[config.mk]
export PLATFORM = sky130hd
export DESIGN_NAME = score_cell_engine
export DESIGN_NICKNAME = d
export VERILOG_FILES = /design/src/rtl/score_cell_engine.sv
export SDC_FILE = /design/constraint.sdc
export NUM_CORES = 1
export LEC_CHECK = 0
export ABC_AREA = 1
export CAP_MARGIN = 30
export CELL_PAD_IN_SITES_DETAIL_PLACEMENT = 1
export CELL_PAD_IN_SITES_GLOBAL_PLACEMENT = 1
export CORE_MARGIN = 2
export CORE_UTILIZATION = 39
export DETAILED_ROUTE_END_ITERATION = 16
export PLACE_DENSITY_LB_ADDON = 0.1
export SYNTH_ARGS = -nofsm -noshare
export SYNTH_HDL_FRONTEND = slang
export SYNTH_SLANG_ARGS = --single-unit
[constraint.sdc]
create_clock -name clk -period 3.9 [get_ports clk]
set_input_delay 1.17 -clock clk [delete_from_list [all_inputs] [get_ports clk]]
set_output_delay 1.17 -clock clk [all_outputs]
set_load 0.01 [all_outputs]
[src/rtl/score_cell_engine.sv]
// Needleman-Wunsch fill engine: walks the N x N inner cells row-major, three
// cycles per cell, and emits each cell score with its traceback direction.
module score_cell_engine #(
    parameter int N           = 128,
    parameter int BitAddr     = $clog2(N + 1),
    parameter int addr_lenght = $clog2(((N + 1) * (N + 1)) - 1),
    parameter int MATCH       = 1,
    parameter int MISMATCH    = -1,
    parameter int GAP         = -2
) (
    input  logic                    clk,
    input  logic                    rst,
    input  logic                    start,
    input  logic                    match,
    input  logic signed [8:0]       rd_data,
    output logic [BitAddr:0]        idx_i,
    output logic [BitAddr:0]        idx_j,
    output logic                    rd_en,
    output logic [addr_lenght:0]    rd_addr,
    output logic                    en_ins,
    output logic [BitAddr:0]        i,
    output logic [BitAddr:0]        j,
    output logic signed [8:0]       max,
    output logic [1:0]              dir,
    output logic                    busy,
    output logic                    done
);

    typedef enum logic [2:0] {
        ST_IDLE  = 3'd0,
        ST_FETCH = 3'd1,
        ST_WAIT  = 3'd2,
        ST_CALC  = 3'd3,
        ST_DONE  = 3'd4
    } state_t;

    localparam logic signed [8:0]  MATCH_S    = 9'(MATCH);
    localparam logic signed [8:0]  MISMATCH_S = 9'(MISMATCH);
    localparam logic signed [8:0]  GAP_S      = 9'(GAP);
    localparam logic [8:0]         GAP_U      = 9'(GAP);
    localparam logic [BitAddr:0]   LAST_IDX   = (BitAddr + 1)'(N - 1);
    localparam logic [BitAddr:0]   IDX_ONE    = (BitAddr + 1)'(1);
    localparam logic [BitAddr:0]   IDX_ZERO   = (BitAddr + 1)'(0);
    localparam logic [addr_lenght:0] ROW_STRIDE = (addr_lenght + 1)'(N + 1);
    localparam logic [addr_lenght:0] ADDR_ONE   = (addr_lenght + 1)'(1);
    localparam logic [addr_lenght:0] ADDR_ZERO  = (addr_lenght + 1)'(0);

    state_t                 state_r;
    state_t                 state_nxt_s;
    logic signed [8:0]      diag_r;
    logic signed [8:0]      left_r;
    logic signed [8:0]      d_s;
    logic signed [8:0]      u_s;
    logic signed [8:0]      l_s;
    logic signed [8:0]      max_s;
    logic [1:0]             dir_s;
    logic                   last_cell_s;
    logic [addr_lenght:0]   addr_s;

    // Column-0 boundary score GAP*(row+inc), computed modulo 2^9.
    function automatic logic signed [8:0] col0_score(input logic [BitAddr:0] row,
                                                     input logic [8:0]       inc);
        logic [8:0] prod;
        prod = GAP_U * (9'(row) + inc);
        return $signed(prod);
    endfunction

    assign last_cell_s = (idx_i == LAST_IDX) && (idx_j == LAST_IDX);
    assign addr_s      = (addr_lenght + 1)'(idx_j) + ADDR_ONE
                       + ROW_STRIDE * (addr_lenght + 1)'(idx_i);

    // Cell candidates and max selection; diagonal wins ties, then up.
    always_comb begin
        d_s = diag_r + (match ? MATCH_S : MISMATCH_S);
        u_s = rd_data + GAP_S;
        l_s = left_r + GAP_S;
        if ((d_s >= u_s) && (d_s >= l_s)) begin
            max_s = d_s;
            dir_s = 2'b00;
        end else if (u_s >= l_s) begin
            max_s = u_s;
            dir_s = 2'b01;
        end else begin
            max_s = l_s;
            dir_s = 2'b10;
        end
    end

    // State register.
    always_ff @(posedge clk or posedge rst) begin
        if (rst) begin
            state_r <= ST_IDLE;
        end else begin
            state_r <= state_nxt_s;
        end
    end

    // Next-state logic.
    always_comb begin
        state_nxt_s = state_r;
        case (state_r)
            ST_IDLE: begin
                if (start) begin
                    state_nxt_s = ST_FETCH;
                end else begin
                    state_nxt_s = ST_IDLE;
                end
            end
            ST_FETCH: state_nxt_s = ST_WAIT;
            ST_WAIT:  state_nxt_s = ST_CALC;
            ST_CALC: begin
                if (last_cell_s) begin
                    state_nxt_s = ST_DONE;
                end else begin
                    state_nxt_s = ST_FETCH;
                end
            end
            ST_DONE:  state_nxt_s = ST_IDLE;
            default:  state_nxt_s = ST_IDLE;
        endcase
    end

    // Datapath, counters and registered outputs.
    always_ff @(posedge clk or posedge rst) begin
        if (rst) begin
            idx_i   <= IDX_ZERO;
            idx_j   <= IDX_ZERO;
            rd_en   <= 1'b0;
            rd_addr <= ADDR_ZERO;
            en_ins  <= 1'b0;
            i       <= IDX_ZERO;
            j       <= IDX_ZERO;
            max     <= 9'sd0;
            dir     <= 2'b00;
            busy    <= 1'b0;
            done    <= 1'b0;
            diag_r  <= 9'sd0;
            left_r  <= 9'sd0;
        end else begin
            en_ins <= 1'b0;
            done   <= 1'b0;
            case (state_r)
                ST_IDLE: begin
                    if (start) begin
                        idx_i  <= IDX_ZERO;
                        idx_j  <= IDX_ZERO;
                        diag_r <= 9'sd0;
                        left_r <= GAP_S;
                        busy   <= 1'b1;
                    end else begin
                        busy   <= 1'b0;
                    end
                end
                ST_FETCH: begin
                    rd_en   <= 1'b1;
                    rd_addr <= addr_s;
                end
                ST_WAIT: begin
                    rd_en <= 1'b0;
                end
                ST_CALC: begin
                    max    <= max_s;
                    dir    <= dir_s;
                    en_ins <= 1'b1;
                    i      <= idx_i;
                    j      <= idx_j;
                    done   <= last_cell_s;
                    if (idx_j < LAST_IDX) begin
                        idx_j  <= idx_j + IDX_ONE;
                        diag_r <= rd_data;
                        left_r <= max_s;
                    end else begin
                        // Next row starts on the arithmetic column-0 boundary.
                        idx_j  <= IDX_ZERO;
                        idx_i  <= idx_i + IDX_ONE;
                        diag_r <= col0_score(idx_i, 9'd1);
                        left_r <= col0_score(idx_i, 9'd2);
                    end
                end
                ST_DONE: begin
                    busy <= 1'b0;
                end
                default: begin
                    busy <= 1'b0;
                end
            endcase
        end
    end

endmodule

## Word-level counts from Yosys, hierarchy flattened

Index checks and enable logic that the tools add are counted.

- Reduce and logical (&&, ||, !) cells: 8
- Magnitude comparators: 4
- Multipliers: 3
- Muxes and demuxes: 23
- Equality and inequality tests: 7
- Add/subtract/negate cells: 8

Operators by type and width:

| cell | count |
|---|---|
| 2-to-1 mux 9 bit | 9 |
| case mux 9 bit (2 select lines) | 4 |
| adder 9 x 2 -> 9 bit, second input constant | 3 |
| greater-or-equal comparator 9 bit | 3 |
| adder 9 x 1 -> 9 bit, second input constant | 2 |
| equality test 9 x 7 -> 1 bit, second input constant | 2 |
| multiplier 8 x 9 -> 8 bit, first input constant | 2 |
| adder 10 x 16 -> 16 bit | 1 |
| multiplier 8 x 9 -> 16 bit, first input constant | 1 |
| case mux 3 bit (4 select lines) | 1 |
| adder 9 x 1 -> 10 bit, second input constant | 1 |
| adder 9 bit | 1 |
| < comparator 9 x 7 -> 1 bit, second input constant | 1 |
| equality test 3 x 2 -> 1 bit, second input constant | 2 |
| 2-to-1 mux 1 bit | 4 |
| 2-to-1 mux 2 bit | 2 |
| != test 2 bit, second input constant | 2 |
| case mux 1 bit (2 select lines) | 2 |
| nonzero test 2 bit | 2 |
| equality test 3 x 1 -> 1 bit, second input constant | 1 |
| zero test 3 bit | 1 |
| 2-to-1 mux 3 bit | 1 |
| AND reduction 3 bit | 1 |
| OR reduction 3 bit | 1 |
| other kinds (2) | 3 |

- Register bits: 88
- Input port bits: 13
- Logic and storage cells: 67
- Output and inout bits: 67

## Depth between registers and ports, before layout

- Depth in word-level cells: 7
- Gate-level depth with buffers: 26
- Gate-level depth less buffers: 26

## Least setup slack after synthesis

No wires, ideal clock.

- Kind: register -> register
- Start point: register idx_i[2]
- End point: register left_r[8]
- Slack: -0.336 ns
- Required time: 3.780 ns
- Clock period less this slack: 4.236 ns
- Setup time: 0.120 ns
- Cell stages (with the launch flop): 25
- Buffers on the path: 1
- Data arrival time: 4.116 ns
- Cells stage by stage: dfrtp_1 > buf_4 > nand3_1 > xor2_1 > inv_1 > fa_1 > inv_1 > ha_1 > fa_1 > fa_1 > ha_1 > a21oi_1 > nand2_1 > nand2_1 > nand2_1 > inv_1 > nand2_1 > nand2_1 > nand2_1 > nand2_1 > nand2_1 > nand2_1 > nand2_1 > nand2_1 > a21oi_2

- Longest elaborated chain between the ends: 4

RTL lines:

| what | line | RTL |
|---|---|---|
| from (decl) | 16 | `output logic [BitAddr:0] idx_i,` |
| from (signal assigned) | 175 | `idx_i <= idx_i + IDX_ONE;` |
| adder 9 x 2 -> 9 bit | 64 | `prod = GAP_U * (9'(row) + inc);` |
| multiplier 8 x 9 -> 8 bit | 64 |  |
| 2-to-1 mux 9 bit | 168 | `if (idx_j < LAST_IDX) begin` |
| case mux 9 bit (2 select lines) | 142 | `case (state_r)` |
| to (signal assigned) | 171 | `left_r <= max_s;` |
| to (signal assigned) | 177 | `left_r <= col0_score(idx_i, 9'd2);` |
| to (decl) | 51 | `logic signed [8:0] left_r;` |

Every way passes these cells.
A chain may end at the register's enable or synchronous reset.

## Worst setup path after layout

- Start point: register idx_i[1]
- End point: register diag_r[8]

- Longest elaborated chain between the ends: 4

RTL lines:

| what | line | RTL |
|---|---|---|
| adder 9 x 1 -> 9 bit | 64 |  |
| multiplier 8 x 9 -> 8 bit | 64 |  |
| 2-to-1 mux 9 bit | 168 |  |
| case mux 9 bit (2 select lines) | 142 |  |
| to (signal assigned) | 170 | `diag_r <= rd_data;` |
| to (signal assigned) | 176 | `diag_r <= col0_score(idx_i, 9'd1);` |
| to (decl) | 50 | `logic signed [8:0] diag_r;` |

Every way passes these cells.

==> results.py <==
metrics = {
    "status": {
        "status": "finished, violations left",
        "violations": "setup timing",
    },
    "final_layout": {
        "layout_common_cells": "234 x nand2_1, 148 x inv_1, 133 x buf_4",
        "fin_area_um2": 10800,
        "final_common_cell": "nand2_1",
        "synthToLayoutAreaGrowth_pct": 38.8,
        "nNetsFinal": 1372,
        "multiInputGateArea_um2": 5430,
        "antenna_cells": 0,
        "fill_cells": 2423,
        "layout.cells.non_filler": 1499,
        "seq_area_um2": 2210,
        "drive_gt1_share_pct": 24.6,
    },
    "clocking": {
        "hold_buffers": 0,
        "clock_latency_ps": 350,
        "h-tree-depth": 3,
        "root_buffer": "clkbuf_16",
        "cts_tree": "done",
        "cts.sinks": 88,
        "cts_buffer_depth": 2,
        "path_clk_slew_ps": 80,
        "numCtsBuffers": 9,
    },
    "synthesis": {
        "yosysWarnings": 0,
        "netlist_area_um2": 7780,
        "synth_ff_type": "dfrtp_1",
        "syn_inst": 1016,
        "synth_cell_types": 43,
        "yosysTopAreaCell": "dfrtp_1",
        "yosysTopAreaCellShare_pct": 28.3,
        "yosys-top-cells-area": "dfrtp_1 28%, ha_1 17%, nand2_1 12%",
        "avgSynthCellArea_um2": 7.66,
        "synth_edf_count": 0,
        "ys_seq_area_share_pct": 28.3,
        "syn_nets": 1159,
        "async_reset_ff_share_pct": 100,
        "synth_seq_cells": 88,
    },
    "timing": {
        "grt_setup_unrepaired": "yes",
        "finalSetupTns_ps": -644,
        "max_slew.worst_pin.slew_ps": 650,
        "post-route-min-period_ps": 4170,
        "whs_ps": 476,
        "max_clock_freq_mhz": 240,
        "max-slew-margin-rel_pct": 56.7,
        "finalSetupViolCount": 3,
        "finalWorstSetupSlack_ps": -268,
        "slew_viol_final": 0,
        "finalHoldViolCount": 0,
        "fin_skew_ps": 8.25,
        "post-route-period-util_pct": 107,
    },
    "floorplanning": {
        "die_area_um2": 21100,
        "initial_core_util_pct": 39.9,
        "core_um2": 19500,
        "num_rows": 51,
        "die_h_um": 145,
        "io_pins": 80,
        "die_w_um": 145,
    },
    "critical_path": {
        "cp-start-kind": "flop",
        "setup.worst_path.class": "flop to flop",
        "worst_path_max_delay_cell": "fa_1",
        "critPathArrivalTime_ps": 4410,
        "path_max_fanout": 6,
        "required_ps": 4140,
        "crit_chain": "ha_4, nand4_1, nand2_2, inv_2, fa_1, ha_4, fa_1, fa_1, ha_4, o21ai_2, nand2_2, xnor2_2, xor2_1, inv_1, nand2_1, nand3_2, nand2_1, nand2_1",
        "slowest_delay_ps": 610,
        "end_kind": "flop",
    },
    "global_route": {
        "grt.overflow.total": 0,
        "grt_max_degree": 54,
        "grt_pass1_wl_um": 39600,
        "grtUsageTotal_pct": 23.3,
        "grt_pass1_vias": 7734,
        "antenna_found_initial": 0,
    },
    "job": {
        "max_cap_viol_count": 0,
    },
    "place": {
        "place_area_um2": 9810,
        "gp_congestion": 0.850,
        "dp_cells": 1460,
        "dp_hpwl_um": 19100,
        "port_buffers": 79,
    },
    "pwr": {
        "p_leak_nw": 5.51,
        "ir_drop_uv": 215,
        "p_per_area_nw_per_um2": 390,
    },
    "worst_hold_path": {
        "hold_path.class": "flop to flop",
    },
    "routing": {
        "drt-total-wl_um": 25400,
        "ant_nets": 0,
        "vias": 7526,
        "firstDrtPassIters": 4,
        "drtIter0Drc": 242,
        "drc": 0,
        "routedWlPerCell_um": 17.0,
        "viasPerCell": 5.02,
    },
}
per-stage QoR:
step                utilization [%]  power, mW  setup slack, ps
global placement               50.3       3.05             -487
detailed placement             50.3       3.09             -636
floorplan                         -       2.41            -29.7
CTS                            53.3       4.10             -252
finish                         55.3       4.22             -268
global route                   55.3       4.54             -492
flip-flops by register name, indices dropped and copies added, names as in the netlist:
signal,cells
idx_i,9
j,9
rd_addr,16
busy,1
left_r,9
rd_en,1
state_r,3
i,9
en_ins,1
dir,2
max,9
idx_j,9
done,1
diag_r,9
final cells by class:
| cell class | instances | share of cell area, % |
|---|---|---|
| Clock buffer | 9 | 2.08 |
| Clock inverter | 7 | 0.637 |
| Inverter | 171 | 6.06 |
| Multi-Input combinational cell | 739 | 50.3 |
| Sequential cell | 88 | 20.4 |
| Tap cell | 265 | 3.07 |
| Timing Repair Buffer | 220 | 17.5 |
Yosys cell counts (4+ instances only):
cell type  number
a21oi_1        29
a21oi_2         9
a31oi_1        11
buf_2           6
buf_4           4
clkbuf_1        7
dfrtp_1        88
fa_1           25
ha_1          105
inv_1         169
nand2_1       252
nand3_1        58
nand3b_1        4
nand4_1        17
nor2_1         70
nor3_1          8
o21ai_0        58
o21ai_2         8
o22ai_1        11
xnor2_1        13
xor2_1         27
layer usage:
metal	GRT usage (%)	wire length [um]	vias up
li1	-	-	3710
met1	29.6	11400	3675
met2	42.1	12800	106
met3	2.64	567	35
met4	6.13	675	0
met5	0	0	-
final timing paths:
kind | depth (start not counted) | start | to | slack [ps]
hold / removal | 2 | rd_addr[1] | rd_addr[1] | 480
min in group asynchronous | 2 | rst | dir[0] | 1190
max in group asynchronous | 3 | rst | idx_i[4] | 2010
setup reg to reg | 18 | idx_i[1] | diag_r[8] | -270
setup / recovery | 18 | idx_i[1] | diag_r[8] | -270
hold reg to reg | 2 | rd_addr[1] | rd_addr[1] | 480
worst max-delay path: cells and delay by family (launching register included):
| family | cells | cell delay [ps] |
|---|---|---|
| AO/OA/AOI/OAI | 1 | 60 |
| XOR/XNOR | 2 | 380 |
| adder cells (fa/ha/maj) | 6 | 2320 |
| buffers and inverters | 2 | 130 |
| flip-flops | 1 | 500 |
| AND/OR/NAND/NOR | 7 | 680 |
logic make-up after synthesis:
family	after synthesis	share of synthesized area [%]
xor+xnor	40	4.50
compound gates	142	10.9
buf+inv	192	9.76
flops	88	28.3
fa+ha+maj	130	23.3
simple gates	424	23.3
timing repair:
action / CTS / global route
pin swaps: 26 / 55
setup endpoints to repair: 21 / 24
resized for setup: 51 / 72
gates cloned: 1 / 2
buffers inserted: 10 / 10
where the power goes:
| part | total, mW | leakage, nW | internal, mW | switching (mW) |
|---|---|---|---|---|
| Combinational | 2.22 | 4.26 | 0.925 | 1.29 |
| Sequential | 1.11 | 1.11 | 1.02 | 0.0909 |
| Clock | 0.892 | 0.140 | 0.454 | 0.439 |
| Total | 4.22 | 5.51 | 2.40 | 1.82 |
(Power assumes the default switching activity.)
==> edit 1: new RTL, same flow settings <==
Add an input register stage for `start`, `match` and `rd_data`; this delays them by one clock.
--- a/src/rtl/score_cell_engine.sv
+++ b/src/rtl/score_cell_engine.sv
@@ -45,6 +45,16 @@
     localparam logic [addr_lenght:0] ADDR_ONE   = (addr_lenght + 1)'(1);
     localparam logic [addr_lenght:0] ADDR_ZERO  = (addr_lenght + 1)'(0);
 
+    logic start_q;
+    logic match_q;
+    logic signed [8:0] rd_data_q;
+
+    always_ff @(posedge clk) begin
+        start_q   <= start;
+        match_q   <= match;
+        rd_data_q <= rd_data;
+    end
+
     state_t                 state_r;
     state_t                 state_nxt_s;
     logic signed [8:0]      diag_r;
@@ -71,8 +81,8 @@
 
     // Cell candidates and max selection; diagonal wins ties, then up.
     always_comb begin
-        d_s = diag_r + (match ? MATCH_S : MISMATCH_S);
-        u_s = rd_data + GAP_S;
+        d_s = diag_r + (match_q ? MATCH_S : MISMATCH_S);
+        u_s = rd_data_q + GAP_S;
         l_s = left_r + GAP_S;
         if ((d_s >= u_s) && (d_s >= l_s)) begin
             max_s = d_s;
@@ -100,7 +110,7 @@
         state_nxt_s = state_r;
         case (state_r)
             ST_IDLE: begin
-                if (start) begin
+                if (start_q) begin
                     state_nxt_s = ST_FETCH;
                 end else begin
                     state_nxt_s = ST_IDLE;
@@ -141,7 +151,7 @@
             done   <= 1'b0;
             case (state_r)
                 ST_IDLE: begin
-                    if (start) begin
+                    if (start_q) begin
                         idx_i  <= IDX_ZERO;
                         idx_j  <= IDX_ZERO;
                         diag_r <= 9'sd0;
@@ -167,7 +177,7 @@
                     done   <= last_cell_s;
                     if (idx_j < LAST_IDX) begin
                         idx_j  <= idx_j + IDX_ONE;
-                        diag_r <= rd_data;
+                        diag_r <= rd_data_q;
                         left_r <= max_s;
                     end else begin
                         // Next row starts on the arithmetic column-0 boundary.
Behaviour: not the same (Yosys sat finds a counterexample within 4 cycles, from zero or initial values and one cycle with rst high).
==> edit 1 against the unedited design <==
The run still ends with setup timing left. Count of clock-buffer cells in the layout up 4. Final area down 5.2%. Synthesized area up 3.3%. Clock skew up 0.0026 ns. Critical path depth up 8. Worst setup slack better by 0.045 ns. Sequential power up 31%. Routed wire length down 4.9%. Sequential cell count up 11. Cell count down 3.0%. Total power up 49%. First-iteration DRC count down 6.6%. Combinational power up 79%. Largest cell class unchanged.
==> edit 1: results <==
[synth]
post_synth_num_cell_types = 46
synth.area.top_cells = "dfrtp_1 (27%), ha_1 (16%), nand2_1 (13%)"
synth_fp_nets = 1185
synth_commonest_cells = "nand2_1 (272), inv_1 (170), ha_1 (105)"
synth_xor_xnor_area_share = 0.0558
synth_compound_area_frac = 0.0937
synthAdderAreaFrac = 0.226
ys_async_sr_fraction = 0.889

[finish]
nets = 1322

[worst_setup_path]
path_max_fanout = 5

[placement]
dp_hpwl_um = 19500
dp.cells = 1435

[outcome]
violations = "setup timing"
outcome = "finished, violations left"

[hold_path]
min_from = "rd_addr[3]$_DFFE_PP0P_"

[sta]
setup_viol = 2
clock_skew_ns = 0.0109
worst_slack_ns = -0.223
fin_setup_tns_ns = -0.349

[drt]
drtIter0Drc = 226
vias_per_cell = 4.92

[power_and_ir_drop]
p_leak_uw = 0.00535
ir_drop_mv = 0.264

[global_route]
grt_util_all_layers = 0.228
grt_max_degree = 49
==> edit 1: changes by cell type in the layout (fill, tap and decap cells not counted), sizes merged, moves of 2 or more <==
cell           change
buf               -71
nand2             +21
dfxtp             +11
nand3              -7
nor2               -6
o22ai              -6
o21ai              +5
inv                -4
xor2               +4
clkbuf             +3
clkinv             +3
a21o               +2
clkdlybuf4s50      +2
==> edit 1: timing repair <==
item | in CTS | in global routing
pin swaps | 2 | 28
buffers inserted | 0 | 3
setup endpoints to repair | 2 | 14
gates resized for setup | 2 | 40
==> edit 1: cell type report <==
type,count,area share
clock buffer,13,0.0254
timing repair buffer,149,0.135
multi-input combinational,747,0.503
inverter,173,0.0638
tap,270,0.0330
sequential,99,0.237
clock inverter,3,0.00208
==> edit 1: metrics by stage <==
step           utilization  hold WS [ns]  cell area [um2]
6_report             0.506         0.474            10200
5_1_grt              0.506         0.494            10200
4_1_cts              0.497         0.480            10100
3_5_place_dp         0.483         0.463             9770
3_3_place_gp         0.483         0.454             9770
2_1_floorplan            -         0.453             8220
==> edit 1: worst max-delay path: stages (launching register included) <==
cell and delay [ns]:
dfrtp_2 0.46, buf_12 0.15, nand2_4 0.07, nor2_4 0.04
nand2_2 0.07, nand2_2 0.08, fa_1 0.56, inv_2 0.06
ha_4 0.24, fa_1 0.56, fa_1 0.46, ha_4 0.31
nand2_4 0.05, nor2_4 0.09, inv_2 0.03, nand2_1 0.05
nand2_1 0.04, nand2_1 0.10, inv_1 0.06, nand2_2 0.07
nand3_2 0.09, nand2_2 0.09, nand2_2 0.05, nand3_2 0.07
nand3_2 0.07, nand2_1 0.08, inv_1 0.04
==> edit 1: kinds of logic (layout without fill, tap and decap cells) <==
| group | after synthesis | after routing |
|---|---|---|
| buffers and inverters | 196 | 338 |
| AO/OA/AOI/OAI | 138 | 138 |
| flip-flops | 99 | 99 |
| AND/OR/NAND/NOR | 434 | 434 |
| adder cells (fa/ha/maj) | 130 | 130 |
| XOR/XNOR | 45 | 45 |
==> edit 1: per-layer routing <==
| layer | GRT usage | vias to the layer above | share of wire |
|---|---|---|---|
| met5 | 0 | - | 0 |
| li1 | - | 3604 | - |
| met1 | 0.282 | 3422 | 0.45 |
| met2 | 0.413 | 90 | 0.50 |
| met3 | 0.0324 | 34 | 0.025 |
| met4 | 0.0678 | 0 | 0.024 |
==> edit 1: power by group through the flow <==
stage	logic [uW]	registers (uW)	clock network, uW
floorplan	2550	1500	0
global placement	3750	1460	0
finish	3970	1450	885
detailed placement	3860	1470	0
global route	4530	1470	946
CTS	3900	1450	911
==> edit 2: new RTL, same flow settings <==
Made on the original files. Set the parameter `N` to 64 (it was 128).
--- a/src/rtl/score_cell_engine.sv
+++ b/src/rtl/score_cell_engine.sv
@@ -1,7 +1,7 @@
 // Needleman-Wunsch fill engine: walks the N x N inner cells row-major, three
 // cycles per cell, and emits each cell score with its traceback direction.
 module score_cell_engine #(
-    parameter int N           = 128,
+    parameter int N           = 64,
     parameter int BitAddr     = $clog2(N + 1),
     parameter int addr_lenght = $clog2(((N + 1) * (N + 1)) - 1),
     parameter int MATCH       = 1,
Interface: changed (5 resized); port bits go from 80 to 74. The function was not compared with the original's and may differ.
==> edit 2 against the unedited design <==
The flow still finishes with violations (setup timing). Routed wire length decreased by 1.2%. Final area decreased by 4.1%. Synthesized cell count decreased by 0.20%. Total power decreased by 3.7%. Global-route usage rose by 1.9 points. Sequential cell count fell by 7. Synthesized area decreased by 3.5%. Worst setup slack better by 0.032 ns. Die area shrank 3.4%. Critical path type unchanged. Largest power group unchanged.
==> edit 2: results <==
[finish]
num-multi-input-gates = 736
clk_share = 0.0293
num-fill-cells = 2326
multi_input_area_mm2 = 0.00515
nets = 1352
drive_above_1_share = 0.233
largest_reg_flops = 14
seq_area_mm2 = 0.00203
layout.nonclk_buf_frac = 0.182
inverters = 174

[placement]
dp.cells = 1458
port_buffers = 73
gp_congestion = 0.856
pre_cts_slack_ns = -0.599
dp_hpwl_um = 19700

[drt]
vias = 7474
dr_wl_met2_um = 13100
vias_per_cell = 5.02
wl_met3_um = 661
wl_um = 25100
wl_met1_um = 10800

[power_and_ir_drop]
power_frac_comb = 0.524
seq_power_share = 0.257
ir_drop_mv = 0.233
p_leak_uw = 0.00538
powerDensity_mw_per_mm2 = 392
sw_frac_of_total = 0.422

[synth]
postSynthAreaPerCell_um2 = 7.41
synth.area.top_cells = "dfrtp_1 (27%), ha_1 (15%), nand2_1 (14%)"
synth_fp_nets = 1143
synth_commonest_cells = "nand2_1 (274), inv_1 (163), ha_1 (90)"
yosysSeqAreaShare = 0.270

[hold_path]
min_to = "rd_addr[3]$_DFFE_PP0P_"

[sta]
worst_slack_ns = -0.236
fin_crit_sh = 1.06
tightest_slew_ns = 0.864
clock_skew_ns = 0.00792
setup_viol = 2

[global_route]
grt_util_all_layers = 0.253
use_met3 = 0.0228
grt_max_degree = 52
grt_pass1_vias = 7801

[worst_setup_path]
crit_arrival_ns = 4.38
timing.rr.start = "idx_i[0]$_DFFE_PP0P_"
slowest_delay_ns = 0.58
path_max_fanout = 5

[outcome]
outcome = "finished, violations left"
violations = "setup timing"

[clocking]
post_cts_resize_count = 38
==> edit 2: changes by cell type after synthesis, sizes merged, moves of 5 or more <==
cell and delta:
ha -15, dfrtp -7, nand4 +6, nand2 +27, xor2 -5, nor2 -11
or2 +5, o21ai -11
==> edit 2: logic make-up (layout without fill, tap and decap cells) <==
group,after synthesis,count (layout),synth area share
and+or+nand+nor,452,453,0.262
buffers and inverters,198,411,0.106
AOI/OAI and AO/OA,130,130,0.100
adders and majority gates,116,116,0.219
DFF,81,81,0.270
xor gates and xnor gates,36,36,0.0420
muxes,1,1,0.00133
==> edit 2: per-stage QoR <==
| stage | hold WS (ns) | instance area (um2) |
|---|---|---|
| floorplan | 0.453 | 7630 |
| global placement | 0.456 | 9580 |
| detailed placement | 0.462 | 9580 |
| CTS | 0.480 | 10100 |
| global route | 0.519 | 10400 |
| finish | 0.474 | 10400 |
